[src/rtl/riscv_uop_pkg.sv]
// Shared uop bundle, LSU states and access-size codes.
// Used by lsu_exec and lsu_align.
package riscv_uop_pkg;

    typedef enum logic [2:0] {
        OP_ALU,
        OP_BRANCH,
        OP_LOAD,
        OP_STORE,
        OP_SYS
    } op_e;

    typedef struct packed {
        op_e         opcode;
        logic [4:0]  rd;
        logic [31:0] imm;
        logic [2:0]  funct3;
    } uop_t;

    typedef enum logic [1:0] {
        IDLE,
        REQ,
        WAIT_RESP,
        DRAIN
    } lsu_state_e;

    localparam logic [2:0] LSU_B  = 3'b000;
    localparam logic [2:0] LSU_H  = 3'b001;
    localparam logic [2:0] LSU_W  = 3'b010;
    localparam logic [2:0] LSU_BU = 3'b100;
    localparam logic [2:0] LSU_HU = 3'b101;

    function automatic logic is_half(input logic [2:0] f3);
        return (f3 == LSU_H) || (f3 == LSU_HU);
    endfunction

    function automatic logic lsu_misaligned(
        input logic [31:0] ea,
        input logic [2:0]  f3
    );
        return (is_half(f3) && ea[0]) ||
               ((f3 == LSU_W) && (ea[1:0] != 2'b00));
    endfunction

    function automatic logic [31:0] lsu_force_align(
        input logic [31:0] ea,
        input logic [2:0]  f3
    );
        logic [31:0] r;
        r = ea;
        if (is_half(f3))
            r[0] = 1'b0;
        else if (f3 == LSU_W)
            r[1:0] = 2'b00;
        return r;
    endfunction

endpackage

[src/rtl/lsu_align.sv]
// Byte-lane steering: store enables/data and load
// extraction with sign or zero extension.
module lsu_align
    import riscv_uop_pkg::*;
(
    input  logic [1:0]  ea_lo,
    input  logic [2:0]  funct3,
    input  logic [31:0] sdata,
    input  logic [31:0] rdata,
    output logic [3:0]  be,
    output logic [31:0] wdata,
    output logic [31:0] ldata
);

    logic [31:0] sh;

    // lane decode per access size
    always_comb begin
        sh    = rdata >> {ea_lo, 3'b000};
        be    = 4'hF;
        wdata = sdata;
        ldata = sh;
        case (funct3)
            LSU_B: begin
                be    = 4'b0001 << ea_lo;
                wdata = {4{sdata[7:0]}};
                ldata = {{24{sh[7]}}, sh[7:0]};
            end
            LSU_BU: begin
                be    = 4'b0001 << ea_lo;
                wdata = {4{sdata[7:0]}};
                ldata = {24'h0, sh[7:0]};
            end
            LSU_H: begin
                be    = 4'b0011 << ea_lo;
                wdata = {2{sdata[15:0]}};
                ldata = {{16{sh[15]}}, sh[15:0]};
            end
            LSU_HU: begin
                be    = 4'b0011 << ea_lo;
                wdata = {2{sdata[15:0]}};
                ldata = {16'h0, sh[15:0]};
            end
            default: begin
                be    = 4'hF;
                wdata = sdata;
                ldata = rdata;
            end
        endcase
    end

endmodule

[src/rtl/lsu_exec.sv]
// Load/store execute unit: one outstanding req/gnt/rvalid access.
// Build option LSU_MISALIGN_TRAP_EN traps misaligned H/W accesses.
module lsu_exec
    import riscv_uop_pkg::*;
#(
    parameter int MAX_WAIT = 255
) (
    input  logic        clk,
    input  logic        rst,
    input  logic        i_flush,
    input  logic        i_valid,
    input  uop_t        i_uop,
    input  logic [31:0] i_pc,
    input  logic [31:0] i_addr_base,
    input  logic [31:0] i_store_data,
    output logic        o_stall,
    output logic        o_dmem_req,
    output logic        o_dmem_we,
    output logic [31:0] o_dmem_addr,
    output logic [3:0]  o_dmem_be,
    output logic [31:0] o_dmem_wdata,
    input  logic        i_dmem_gnt,
    input  logic        i_dmem_rvalid,
    input  logic [31:0] i_dmem_rdata,
    output logic        o_wb_valid,
    output logic [4:0]  o_wb_rd,
    output logic [31:0] o_wb_data,
    output logic        o_misaligned,
    output logic        o_bus_err,
    output logic [31:0] o_err_pc
);

    localparam int CW = (MAX_WAIT > 1) ? $clog2(MAX_WAIT) : 1;

    lsu_state_e state, state_d;

    logic [31:0] ea_q, sd_q, pc_q;
    logic [4:0]  rd_q;
    logic [2:0]  f3_q;
    logic        st_q;
    logic [CW-1:0] cnt;

    logic [31:0] ea_raw, ea_acc;
    logic        accept, mis, go;
    logic        wd_hit, timeout, wb_fire;

    logic [3:0]  be_a;
    logic [31:0] wd_a, ld_a;

    assign ea_raw = i_addr_base + i_uop.imm;
    assign accept = i_valid && (state == IDLE) && !i_flush;

`ifdef LSU_MISALIGN_TRAP_EN
    assign mis    = lsu_misaligned(ea_raw, i_uop.funct3);
    assign ea_acc = ea_raw;
`else
    assign mis    = 1'b0;
    assign ea_acc = lsu_force_align(ea_raw, i_uop.funct3);
`endif

    assign go     = accept && !mis;
    assign wd_hit = (MAX_WAIT != 0) && (cnt == CW'(MAX_WAIT - 1));

    assign o_stall      = (state != IDLE);
    assign o_dmem_req   = (state == REQ);
    assign o_dmem_we    = o_dmem_req && st_q;
    assign o_dmem_addr  = o_dmem_req ? {ea_q[31:2], 2'b00} : 32'h0;
    assign o_dmem_be    = o_dmem_req ? be_a : 4'h0;
    assign o_dmem_wdata = o_dmem_req ? wd_a : 32'h0;

    lsu_align u_align (
        .ea_lo  (ea_q[1:0]),
        .funct3 (f3_q),
        .sdata  (sd_q),
        .rdata  (i_dmem_rdata),
        .be     (be_a),
        .wdata  (wd_a),
        .ldata  (ld_a)
    );

    // state register
    always_ff @(posedge clk) begin
        if (rst)
            state <= IDLE;
        else
            state <= state_d;
    end

    // next state, writeback and timeout decode
    always_comb begin
        state_d = state;
        timeout = 1'b0;
        wb_fire = 1'b0;
        unique case (state)
            IDLE: begin
                if (go)
                    state_d = REQ;
            end
            REQ: begin
                if (i_dmem_gnt) begin
                    if (st_q)
                        state_d = IDLE;
                    else if (i_flush)
                        state_d = DRAIN;
                    else
                        state_d = WAIT_RESP;
                end else if (i_flush) begin
                    state_d = IDLE;
                end
            end
            WAIT_RESP: begin
                if (i_dmem_rvalid) begin
                    state_d = IDLE;
                    wb_fire = !i_flush && (rd_q != 5'd0);
                end else if (wd_hit) begin
                    state_d = IDLE;
                    timeout = 1'b1;
                end else if (i_flush) begin
                    state_d = DRAIN;
                end
            end
            DRAIN: begin
                if (i_dmem_rvalid) begin
                    state_d = IDLE;
                end else if (wd_hit) begin
                    state_d = IDLE;
                    timeout = 1'b1;
                end
            end
        endcase
    end

    // latch the accepted uop
    always_ff @(posedge clk) begin
        if (rst) begin
            ea_q <= 32'h0;
            sd_q <= 32'h0;
            pc_q <= 32'h0;
            rd_q <= 5'd0;
            f3_q <= 3'd0;
            st_q <= 1'b0;
        end else if (go) begin
            ea_q <= ea_acc;
            sd_q <= i_store_data;
            pc_q <= i_pc;
            rd_q <= i_uop.rd;
            f3_q <= i_uop.funct3;
            st_q <= (i_uop.opcode == OP_STORE);
        end
    end

    // response watchdog, restarts on each entry to the wait states
    always_ff @(posedge clk) begin
        if (rst)
            cnt <= '0;
        else if ((state == WAIT_RESP) || (state == DRAIN))
            cnt <= cnt + 1'b1;
        else
            cnt <= '0;
    end

    // registered writeback and error pulses
    always_ff @(posedge clk) begin
        if (rst) begin
            o_wb_valid   <= 1'b0;
            o_wb_rd      <= 5'd0;
            o_wb_data    <= 32'h0;
            o_misaligned <= 1'b0;
            o_bus_err    <= 1'b0;
            o_err_pc     <= 32'h0;
        end else begin
            o_wb_valid   <= wb_fire;
            o_misaligned <= accept && mis;
            o_bus_err    <= timeout;
            if (wb_fire) begin
                o_wb_rd   <= rd_q;
                o_wb_data <= ld_a;
            end
            if (timeout)
                o_err_pc <= pc_q;
            else if (accept && mis)
                o_err_pc <= i_pc;
        end
    end

endmodule
[config.mk]
export PLATFORM = sky130hd
export DESIGN_NAME = lsu_exec
export DESIGN_NICKNAME = d
export VERILOG_FILES = /design/src/rtl/riscv_uop_pkg.sv /design/src/rtl/lsu_align.sv /design/src/rtl/lsu_exec.sv
export SDC_FILE = /design/constraint.sdc
export NUM_CORES = 1
export LEC_CHECK = 0
export BUFFER_PORTS_ARGS = -buffer_cell sky130_fd_sc_hd__buf_2
export CAP_MARGIN = 20
export CORE_AREA = 2 2 141 143
export DETAILED_ROUTE_END_ITERATION = 6
export DIE_AREA = 0 0 143 145
export PLACE_DENSITY = 0.83
export RECOVER_POWER = 25
export SLEW_MARGIN = 40
export SYNTH_ARGS = -nofsm -noshare
export SYNTH_HDL_FRONTEND = slang
export SYNTH_SLANG_ARGS = --single-unit
[constraint.sdc]
create_clock -name clk -period 3.3 [get_ports clk]
set_input_delay 0.165 -clock clk [delete_from_list [all_inputs] [get_ports clk]]
set_output_delay 0.165 -clock clk [all_outputs]
set_load 0.01 [all_outputs]
Word-level counts from Yosys, hierarchy flattened
Cells that the tools add are included.
{ "totals": {"regBits": 186, "latchBits": 0, "ramBits": 0, "rom_bits": 0, "in_bits": 177, "wordCells": 75, "memories": 0} }
{ "classes": {"n_addsub": 2, "multipliers": 0, "div": 0, "n_lt_le_gt_ge": 0, "n_eq_ne": 15, "shifts": 3, "muxes": 25, "bitwise_logic": 1, "reduce_logical": 16} }
{ "op_table": {"columns": ["cell", "n"], "rows": [
  ["32-bit one-hot mux with 4 select lines", 1],
  ["32-bit two-way mux", 2],
  ["32-bit one-hot mux with 2 select lines", 1],
  ["32-bit adder", 1],
  ["32-bit by 5-bit right shift with 16-bit output", 1],
  ["2-bit two-way mux", 10],
  ["3-bit == test (second input constant)", 3],
  ["8-bit by 1-bit adder with 8-bit output (second input constant)", 1],
  ["8-bit == test (second input constant)", 1],
  ["1-bit two-way mux", 8],
  ["2-bit one-hot mux with 4 select lines", 1],
  ["4-bit one-hot mux with 2 select lines", 1],
  ["2-bit OR reduction", 4],
  ["3-bit by 1-bit == test with 1-bit output (second input constant)", 2],
  ["3-bit by 2-bit == test with 1-bit output (second input constant)", 2],
  ["5-bit nonzero test", 1],
  ["2-bit == test (second input constant)", 2],
  ["1-bit logical AND", 4],
  ["4-bit two-way mux", 1],
  ["4-bit inequality test (second input constant)", 1],
  ["4-bit AND reduction", 1],
  ["1-bit by 2-bit left shift with 4-bit output (first input constant)", 1],
  ["2-bit by 2-bit left shift with 4-bit output (first input constant)", 1],
  ["3-bit zero test", 1],
  ["other kinds (9)", 10]
]} }

Depth between registers and ports, before layout
Gate-level depths: netlist of the first run.
{ "depth": {"word_depth": 5, "depth_mapped": 9, "depth_no_buf": 9} }

Modules after synthesis
From an unflattened synthesis of the first run, not the netlist that was laid out.
{ "unflattened": {"hier_cells": 1313, "hier_area_um2": 10002.1} }
{ "by_module_without_submodules": {"columns": ["module", "n_inst", "cells_each", "area_per_inst_um2", "seq_area_each_um2"], "rows": [
  ["lsu_exec", 1, 1133, 8673.3, 3723.6],
  ["lsu_align", 1, 180, 1328.8, 0.0]
]} }

Worst setup path before layout of the first run
No wires, ideal clock.
{ "synth_timing": {"kind": "in2reg", "start": "in i_uop[3] in the netlist's numbering", "end": "reg ea_q[28]", "setup_ns": 0.121, "arrival_time_ns": 2.270, "path_slack_ns": 0.908, "stages": 9, "cell_sequence": "ha_1 fa_1 a21o_1 a221o_1 o211ai_2 a31oi_2 a221oi_4 mux2i_1 o21ai_1"} }
{ "synth_between": {"elab_chain_len": 1} }
{ "synth_lines": {"columns": ["element", "line_no", "source"], "rows": [
  ["start: declaration", "lsu_exec.sv:12", "input uop_t i_uop,"],
  ["32-bit adder", "lsu_exec.sv:50", "assign ea_raw = i_addr_base + i_uop.imm;"],
  ["end signal: assignment", "lsu_exec.sv:136", "ea_q <= 32'h0;"],
  ["end signal: assignment", "lsu_exec.sv:143", "ea_q <= ea_acc;"],
  ["end: declaration", "lsu_exec.sv:37", "logic [31:0] ea_q, sd_q, pc_q;"]
]} }
Every way passes these cells.
A chain may end at the register's enable or synchronous reset.

Final worst setup path of the first run
{ "layout_timing": {"start": "in rst", "end": "reg o_wb_data[20]"} }
{ "layout_rtl": {"columns": ["element", "line_no", "source"], "rows": [
  ["start: declaration", "lsu_exec.sv:9", "input logic rst,"],
  ["end signal: assignment", "lsu_exec.sv:177", "o_wb_data <= ld_a;"],
  ["end: declaration", "lsu_exec.sv:27", "output logic [31:0] o_wb_data,"]
]} }
No word-level cell between the ends.

==> results of run 1 <==
-- metal layers --
metal	vias up	share of wire (%)	routed length (um)
li1	5011	-	-
met1	4805	39	12200
met2	518	47	14700
met3	141	7.5	2320
met4	0	5.8	1800
met5	-	0	0
-- per-stage QoR --
step	total power (uW)	hold WS (ns)	util, %	std cells	setup WS [ns]
after floorplan	2970	0.301	-	1260	0.908
after global placement	3250	0.406	58.1	1764	0.603
after detailed placement	3260	0.410	58.1	1764	0.552
after CTS	5400	0.00132	65.3	1875	0.956
after global routing	5610	0.0147	64.8	1876	0.723
final	5390	0.0245	64.8	1877	0.903
-- cells in the final DEF, fill, tap and decap left out, drive strengths merged, types with 4 or more instances in the layout --
| master | Yosys | routed |
|---|---|---|
| nand2 | 309 | 309 |
| buf | 11 | 255 |
| a21oi | 198 | 198 |
| dfxtp | 186 | 186 |
| nor2 | 106 | 106 |
| clkbuf | 79 | 92 |
| dlygate4sd3 | 0 | 79 |
| o21ai | 45 | 45 |
| and2 | 42 | 42 |
| ha | 33 | 33 |
| a211oi | 29 | 29 |
| mux2i | 27 | 27 |
| inv | 15 | 25 |
| xor2 | 15 | 15 |
| xnor2 | 14 | 14 |
| nand3 | 13 | 13 |
| nand4 | 11 | 11 |
| a21o | 11 | 11 |
| o211ai | 9 | 9 |
| o221ai | 8 | 8 |
| nand2b | 7 | 7 |
| or3 | 7 | 7 |
| nor3 | 6 | 6 |
| a221oi | 6 | 6 |
| nor2b | 5 | 5 |
| and3 | 5 | 5 |
| a222oi | 5 | 5 |
| or4 | 4 | 4 |
| a22oi | 4 | 4 |
| o21a | 4 | 4 |
| a311oi | 4 | 4 |
| a31oi | 4 | 4 |
| clkinv | 0 | 4 |
-- where the power goes --
part	internal (uW)	switching, uW
combinational	397	540
sequential	2320	49.9
clock	1030	1050
-- tightest hold or removal path: stages --
cell and delay (ns):
buf_2 0.12, nand2_1 0.06, a211oi_1 0.07
-- registers in the layout, summed over array words and instances (netlist names) --
signal	count
cnt	8
o_bus_err	1
state	2
rd_q	5
o_wb_rd	5
o_err_pc	32
f3_q	3
st_q	1
pc_q	32
ea_q	32
o_wb_data	32
sd_q	32
o_wb_valid	1
-- worst paths after layout --
| kind | end | slack (ns) | depth (start not counted) |
|---|---|---|---|
| setup reg to reg | o_wb_data[20] | 0.90 | 7 |
| setup / recovery | o_wb_data[20] | 0.90 | 3 |
| hold / removal | o_wb_data[16] | 0.02 | 3 |
| hold reg to reg | ea_q[25] | 0.45 | 2 |
-- final cells by class --
cell class                 count  share of cell area (%)
clock buffer                  18                    3.45
timing repair buffer         408                    19.2
antenna                        2                  0.0402
sequential                   186                    29.9
multi-input combinational    969                    43.0
tap                          265                    2.66
inverter                      15                   0.452
clock inverter                14                    1.33
-- cells by family (layout without fill, tap and decap cells) --
kind of cell    Yosys count  after routing  synth area share [%]
flops                   186            186                  39.3
buf+inv                 105            455                  4.32
other cells               1              5                0.0396
xor+xnor                 29             29                  2.68
fa+ha+maj                34             34                  4.57
mux                      28             28                  2.97
simple gates            531            531                  24.3
compound gates          344            344                  21.8
==> flow_metrics.tcl, run 1 <==
set metrics [dict create \
    status "finished, violations left" \
    violations "max-capacitance violations, max-slew violations" \
    yosys.area.top_type "dfxtp_1" \
    initial_utilization_pct 49.3 \
    grt_overflow 0 \
    grt_max_degree 105 \
    path_max_fanout 75 \
    synth_area_leaders "dfxtp_1 39%, nand2_1 12%, a21oi_1 10%" \
    io_buffer_count 316 \
    grt_pass1_wl_um 48300 \
    drt_iter0_drc 724 \
    coreArea_mm2 0.0192 \
    min_path_type "input pin to flop" \
    power_leakage_uw 0.00500 \
    p_per_area_mw_per_mm2 433 \
    reg2reg_from "ea_q[1]" \
    finalHoldViolations 0 \
    endpoint_kind "flop" \
    fp.dieH_um 145 \
    async_reset_ff_share_pct 0 \
    yosysTopAreaCellShare_pct 39.3 \
    cp_slowest_cell "clkbuf_2" \
    drive_above_1_share_pct 18.9 \
    clk_latency_ns 0.44 \
    dieArea_mm2 0.0207 \
    grt_usage_pct 28.9 \
    critPathLaunchType "input pin" \
    cts_tree "yes" \
    cts_setup_buffers 0 \
    crit_chain "clkbuf_2 -> clkbuf_2 -> a211oi_1" \
    drv_cap 1 \
    wl_per_cell_um 16.5 \
    setup_viol 0 \
    fin_nets 1808 \
    route.detailed.drc 0 \
    via_per_inst 5.58 \
    drt-total-wl_um 31000 \
    dpl.hpwl_um 20800 \
    rows 51 \
    fin_crit_sh_pct 72.6 \
    worstSetupPathType "input pin to flop" \
    via_count 10500 \
    yosysWarningCount 0 \
    grt.busiest_layer "met2" \
    multi_input_area_mm2 0.00536 \
    netlist_area_mm2 0.00947 \
    ioPinCount 320 \
    crit_top_cell "clkbuf_2" \
    fin_crit_ns 2.40 \
    ctsResizeCount 0 \
    synth_edf_count 0 \
    fmax_mhz 417 \
    yosysSeqAreaShare_pct 39.3 \
    critPathBufInv 2 \
    synth_cell_types 69 \
    antenna_found_initial 2 \
    vdd_ir_drop_max_mv 0.317 \
    drtPass1Iterations 5 \
    ant_nets 0 \
    cts_buffers 17 \
    max-slew-margin-rel_pct -6.88 \
    worst_slew_pin_slew_ns 1.60 \
    clkTransAtPathRegs_ns 0.07 \
    register_area_mm2 0.00372 \
    drv_slew 76 \
    place.gp.congestion 0.927 \
    root_buffer "clkbuf_16" \
    synth_ff_type "dfxtp_1" \
    hold_buffers 79 \
    use_met2_pct 47.0 \
    h-tree-depth 4 \
    crit_family "buffers and inverters" \
    grt_use_met3_pct 5.68 \
    syn2layout_area_growth_pct 31.6 \
    stdcell_area_mm2 0.0125 \
    grt_pass1_vias 9739 \
    synth_area_per_cell_um2 7.53 \
    synth_top_cells_by_count "309 x nand2_1, 198 x a21oi_1, 186 x dfxtp_1" \
    tns_ns 0 \
    post-synth-top-count-cell "nand2_1" \
    grt.met1_usage_pct 35.1 \
    cp.arrival_ns 2.65 \
    dpl_cell_area_mm2 0.0112 \
    max_stage_delay_ns 1.13 \
    synth-seq-cells 186 \
    cts.sinks 186 \
    rsz0062_at_grt "no" \
    synth_cells 1258 \
    fin_skew_ns 0.0114 \
    clockBufferDepth 2 \
    fillers 1647 \
    critPathLaunch "rst" \
    die_w_um 143 \
    worstHoldStart "i_dmem_rdata[16]" \
    required_ns 3.55 \
]
Power figures use the tool's default switching activity.
==> run 2, diff against run 1 <==
--- a/config.mk
+++ b/config.mk
@@ -5,12 +5,13 @@
 export SDC_FILE = /design/constraint.sdc
 export NUM_CORES = 1
 export LEC_CHECK = 0
+export ABC_AREA = 1
 export BUFFER_PORTS_ARGS = -buffer_cell sky130_fd_sc_hd__buf_2
 export CAP_MARGIN = 20
-export CORE_AREA = 2 2 141 143
+export CORE_AREA = 2 2 146 148
 export DETAILED_ROUTE_END_ITERATION = 6
-export DIE_AREA = 0 0 143 145
-export PLACE_DENSITY = 0.83
+export DIE_AREA = 0 0 148 150
+export PLACE_DENSITY = 0.82
 export RECOVER_POWER = 25
 export SLEW_MARGIN = 40
 export SYNTH_ARGS = -nofsm -noshare
==> constraint.sdc (replaced) <==
create_clock -name clk -period 2.28 [get_ports clk]
set_input_delay 0.114 -clock clk [delete_from_list [all_inputs] [get_ports clk]]
set_output_delay 0.114 -clock clk [all_outputs]
set_load 0.01 [all_outputs]
==> run 2 against run 1 <==
The flow now finishes without violations. Hold slack worse by 0.0033 ns. Clock-buffer cell count is 1 lower. Die area is 7.1% higher.
==> flow_metrics.tcl, run 2 <==
set metrics [dict create \
    io_buffer_count 316 \
    cp_slowest_cell "o21ai_0" \
    synth-seq-cells 186 \
    grt_pass1_vias 10800 \
    yosys.area.top_type "dfxtp_1" \
    clk_latency_ns 0.43 \
    stdcell_count 2269 \
    place.gp.congestion 0.943 \
    drv_slew 0 \
    clockBufferDepth 2 \
    ioPinCount 320 \
    ctsResizeCount 0 \
    dp_slack_ns 0.297 \
    synth_edf_count 0 \
    synth_xor_area_share_pct 1.54 \
    max-slew-margin-rel_pct 56.7 \
    p_per_area_mw_per_mm2 746 \
    syn2layout_area_growth_pct 31.0 \
    wl_per_cell_um 15.0 \
    r2r_end "o_wb_data[29]" \
    grt_max_degree 84 \
    cp.arrival_ns 1.89 \
    vdd_ir_drop_max_mv 0.438 \
    rows 53 \
    critPathLaunchType "flop" \
    fin_skew_ns 0.0139 \
    synth_fa_ha_area_share_pct 4.24 \
    antenna_found_initial 2 \
    netlist_area_mm2 0.0102 \
    cts.sinks 186 \
    synthMuxAreaShare_pct 0 \
    post-route-util_pct 64.7 \
    via_count 11700 \
    synth_top_family_by_area "simple AND/OR/NAND/NOR gates" \
    place_inst 2157 \
    async_reset_ff_share_pct 0 \
    yosysSeqAreaShare_pct 36.5 \
    h-tree-depth 4 \
    cts_tree "yes" \
    drt-total-wl_um 34000 \
    cp.depth 6 \
    fmax_mhz 498 \
    synth-compound-area-share_pct 19.2 \
    fin_nets 2191 \
    layout_setup_ws_ns 0.274 \
    yosysTopAreaCellShare_pct 36.5 \
    whs_path_depth 3 \
    synth_ff_type "dfxtp_1" \
    dpl.hpwl_um 23800 \
    path_max_fanout 10 \
    reg2reg_setup_slack_ns 0.27 \
    drtPass1Iterations 5 \
    drt_iter0_drc 837 \
    tns_ns 0 \
    r2r_cells 10 \
    fin_crit_sh_pct 88.0 \
    grt_overflow 0 \
    worstHoldStart "i_uop[2]" \
    crit_family "buffers and inverters" \
    worst_slew_pin_slew_ns 0.650 \
    synth_area_per_cell_um2 6.32 \
    critPathLaunch "f3_q[0]" \
    hold_ws_ns 0.0212 \
    final_common_cell "nand2_1" \
    final_cell_mix "308 x nand2_1, 287 x nor2_1, 255 x inv_1, 245 x buf_2, 188 x o21ai_0" \
    fin_crit_ns 2.01 \
    ant_nets 0 \
    worstSetupPathType "flop to output pin" \
    initial_utilization_pct 49.4 \
    synth_top_cells_by_count "308 x nand2_1, 287 x nor2_1, 257 x inv_1" \
    power_leakage_uw 0.00669 \
    setup_viol 0 \
    post-synth-top-count-cell "nand2_1" \
    dieArea_mm2 0.0222 \
    status "complete, no violations" \
    via_per_inst 5.14 \
    synth_area_leaders "dfxtp_1 36%, nand2_1 11%, nor2_1 11%" \
    root_buffer "clkbuf_16" \
    synth_cell_types 37 \
    clkTransAtPathRegs_ns 0.07 \
    min_path_type "input pin to flop" \
    rsz0062_at_grt "no" \
    finalHoldViolations 0 \
    fp.dieH_um 150 \
    synth_cells 1616 \
    cts_buffers 17 \
    yosys.area_share.simple_pct 25.8 \
    hold_path_end "f3_q[2]" \
    endpoint_kind "output pin" \
    yosysWarningCount 0 \
    required_ns 2.17 \
    reg2reg_from "state[0]" \
    drive_above_1_share_pct 15.9 \
    drv_cap 0 \
    coreArea_mm2 0.0207 \
    grt_pass1_wl_um 53200 \
    crit_chain "nor2_2 -> buf_4 -> inv_1 -> o21ai_0 -> nor2_1 -> buf_2" \
    die_w_um 148 \
    grt_usage_pct 29.6 \
    critPathBufInv 3 \
    max_stage_delay_ns 0.34 \
    route.detailed.drc 0 \
]
==> run 2: cell count changes in the layout (fill, tap and decap cells not counted), sizes merged, moves of 41 or more <==
cell	previous run	this run
nand3	13	57
nor2	106	291
and2	42	1
inv	25	268
a21oi	198	136
o21ai	45	195
==> run 2: final cells by class <==
class / count / area (um2)
fillers: 1846 / 7310
multi-input cells: 1096 / 5210
flip-flops and latches: 186 / 3720
repair buffers: 418 / 2510
inverters: 261 / 980
clock buffers: 17 / 425
well taps: 275 / 344
clock inverters: 15 / 191
diodes: 1 / 2.50
==> run 2: repair_timing <==
action	CTS	global route
hold buffers	79	0
endpoints found under the hold margin	78	0
buffers inserted	0	0
endpoints found under the setup margin	0	0
==> run 2: cell families (layout without fill, tap and decap cells) <==
group	Yosys count	count (layout)
AND/OR/NAND/NOR	669	669
AO/OA/AOI/OAI	372	372
buffers and inverters	336	711
flip-flops	186	186
adder cells (fa/ha/maj)	34	34
XOR/XNOR	18	18
other	1	4
==> run 2: routing by layer <==
| metal | wire length [um] | vias up | track usage (%) |
|---|---|---|---|
| met5 | 13 | - | 0 |
| met4 | 1180 | 2 | 12.9 |
| met3 | 2810 | 106 | 5.76 |
| met2 | 16200 | 551 | 51.1 |
| met1 | 13800 | 5184 | 36.1 |
| li1 | - | 5809 | - |
==> run 2: through the flow <==
stage / power, uW / instance area [um2]
3_3_place_gp: 6790 / 12100
4_1_cts: 9960 / 13500
2_1_floorplan: 5820 / 10200
3_5_place_dp: 6850 / 12100
6_report: 9980 / 13400
5_1_grt: 10500 / 13400
==> run 2: worst min-delay path: cells and delay by family <==
| family | cells | cell delay, ns |
|---|---|---|
| AOI/OAI and AO/OA | 2 | 0.19 |
| buffers and inverters | 1 | 0.10 |
==> run 2: how the worst max path moves through the flow <==
stage / slack, ns / to
final: 0.27 / o_dmem_wdata[28]
after global routing: 0.03 / o_wb_data[26]
after CTS: 0.26 / o_wb_data[29]
after detailed placement: 0.30 / o_wb_data[29]
after global placement: 0.39 / o_wb_data[27]
after floorplan: 0.69 / ea_q[20]
==> run 2: where the power goes <==
part | internal (uW) | switching [uW] | leakage [uW]
clock | 1500 | 1500 | 0.000298
combinational | 1110 | 2020 | 0.00487
sequential | 3650 | 204 | 0.00152
total | 6260 | 3720 | 0.00669
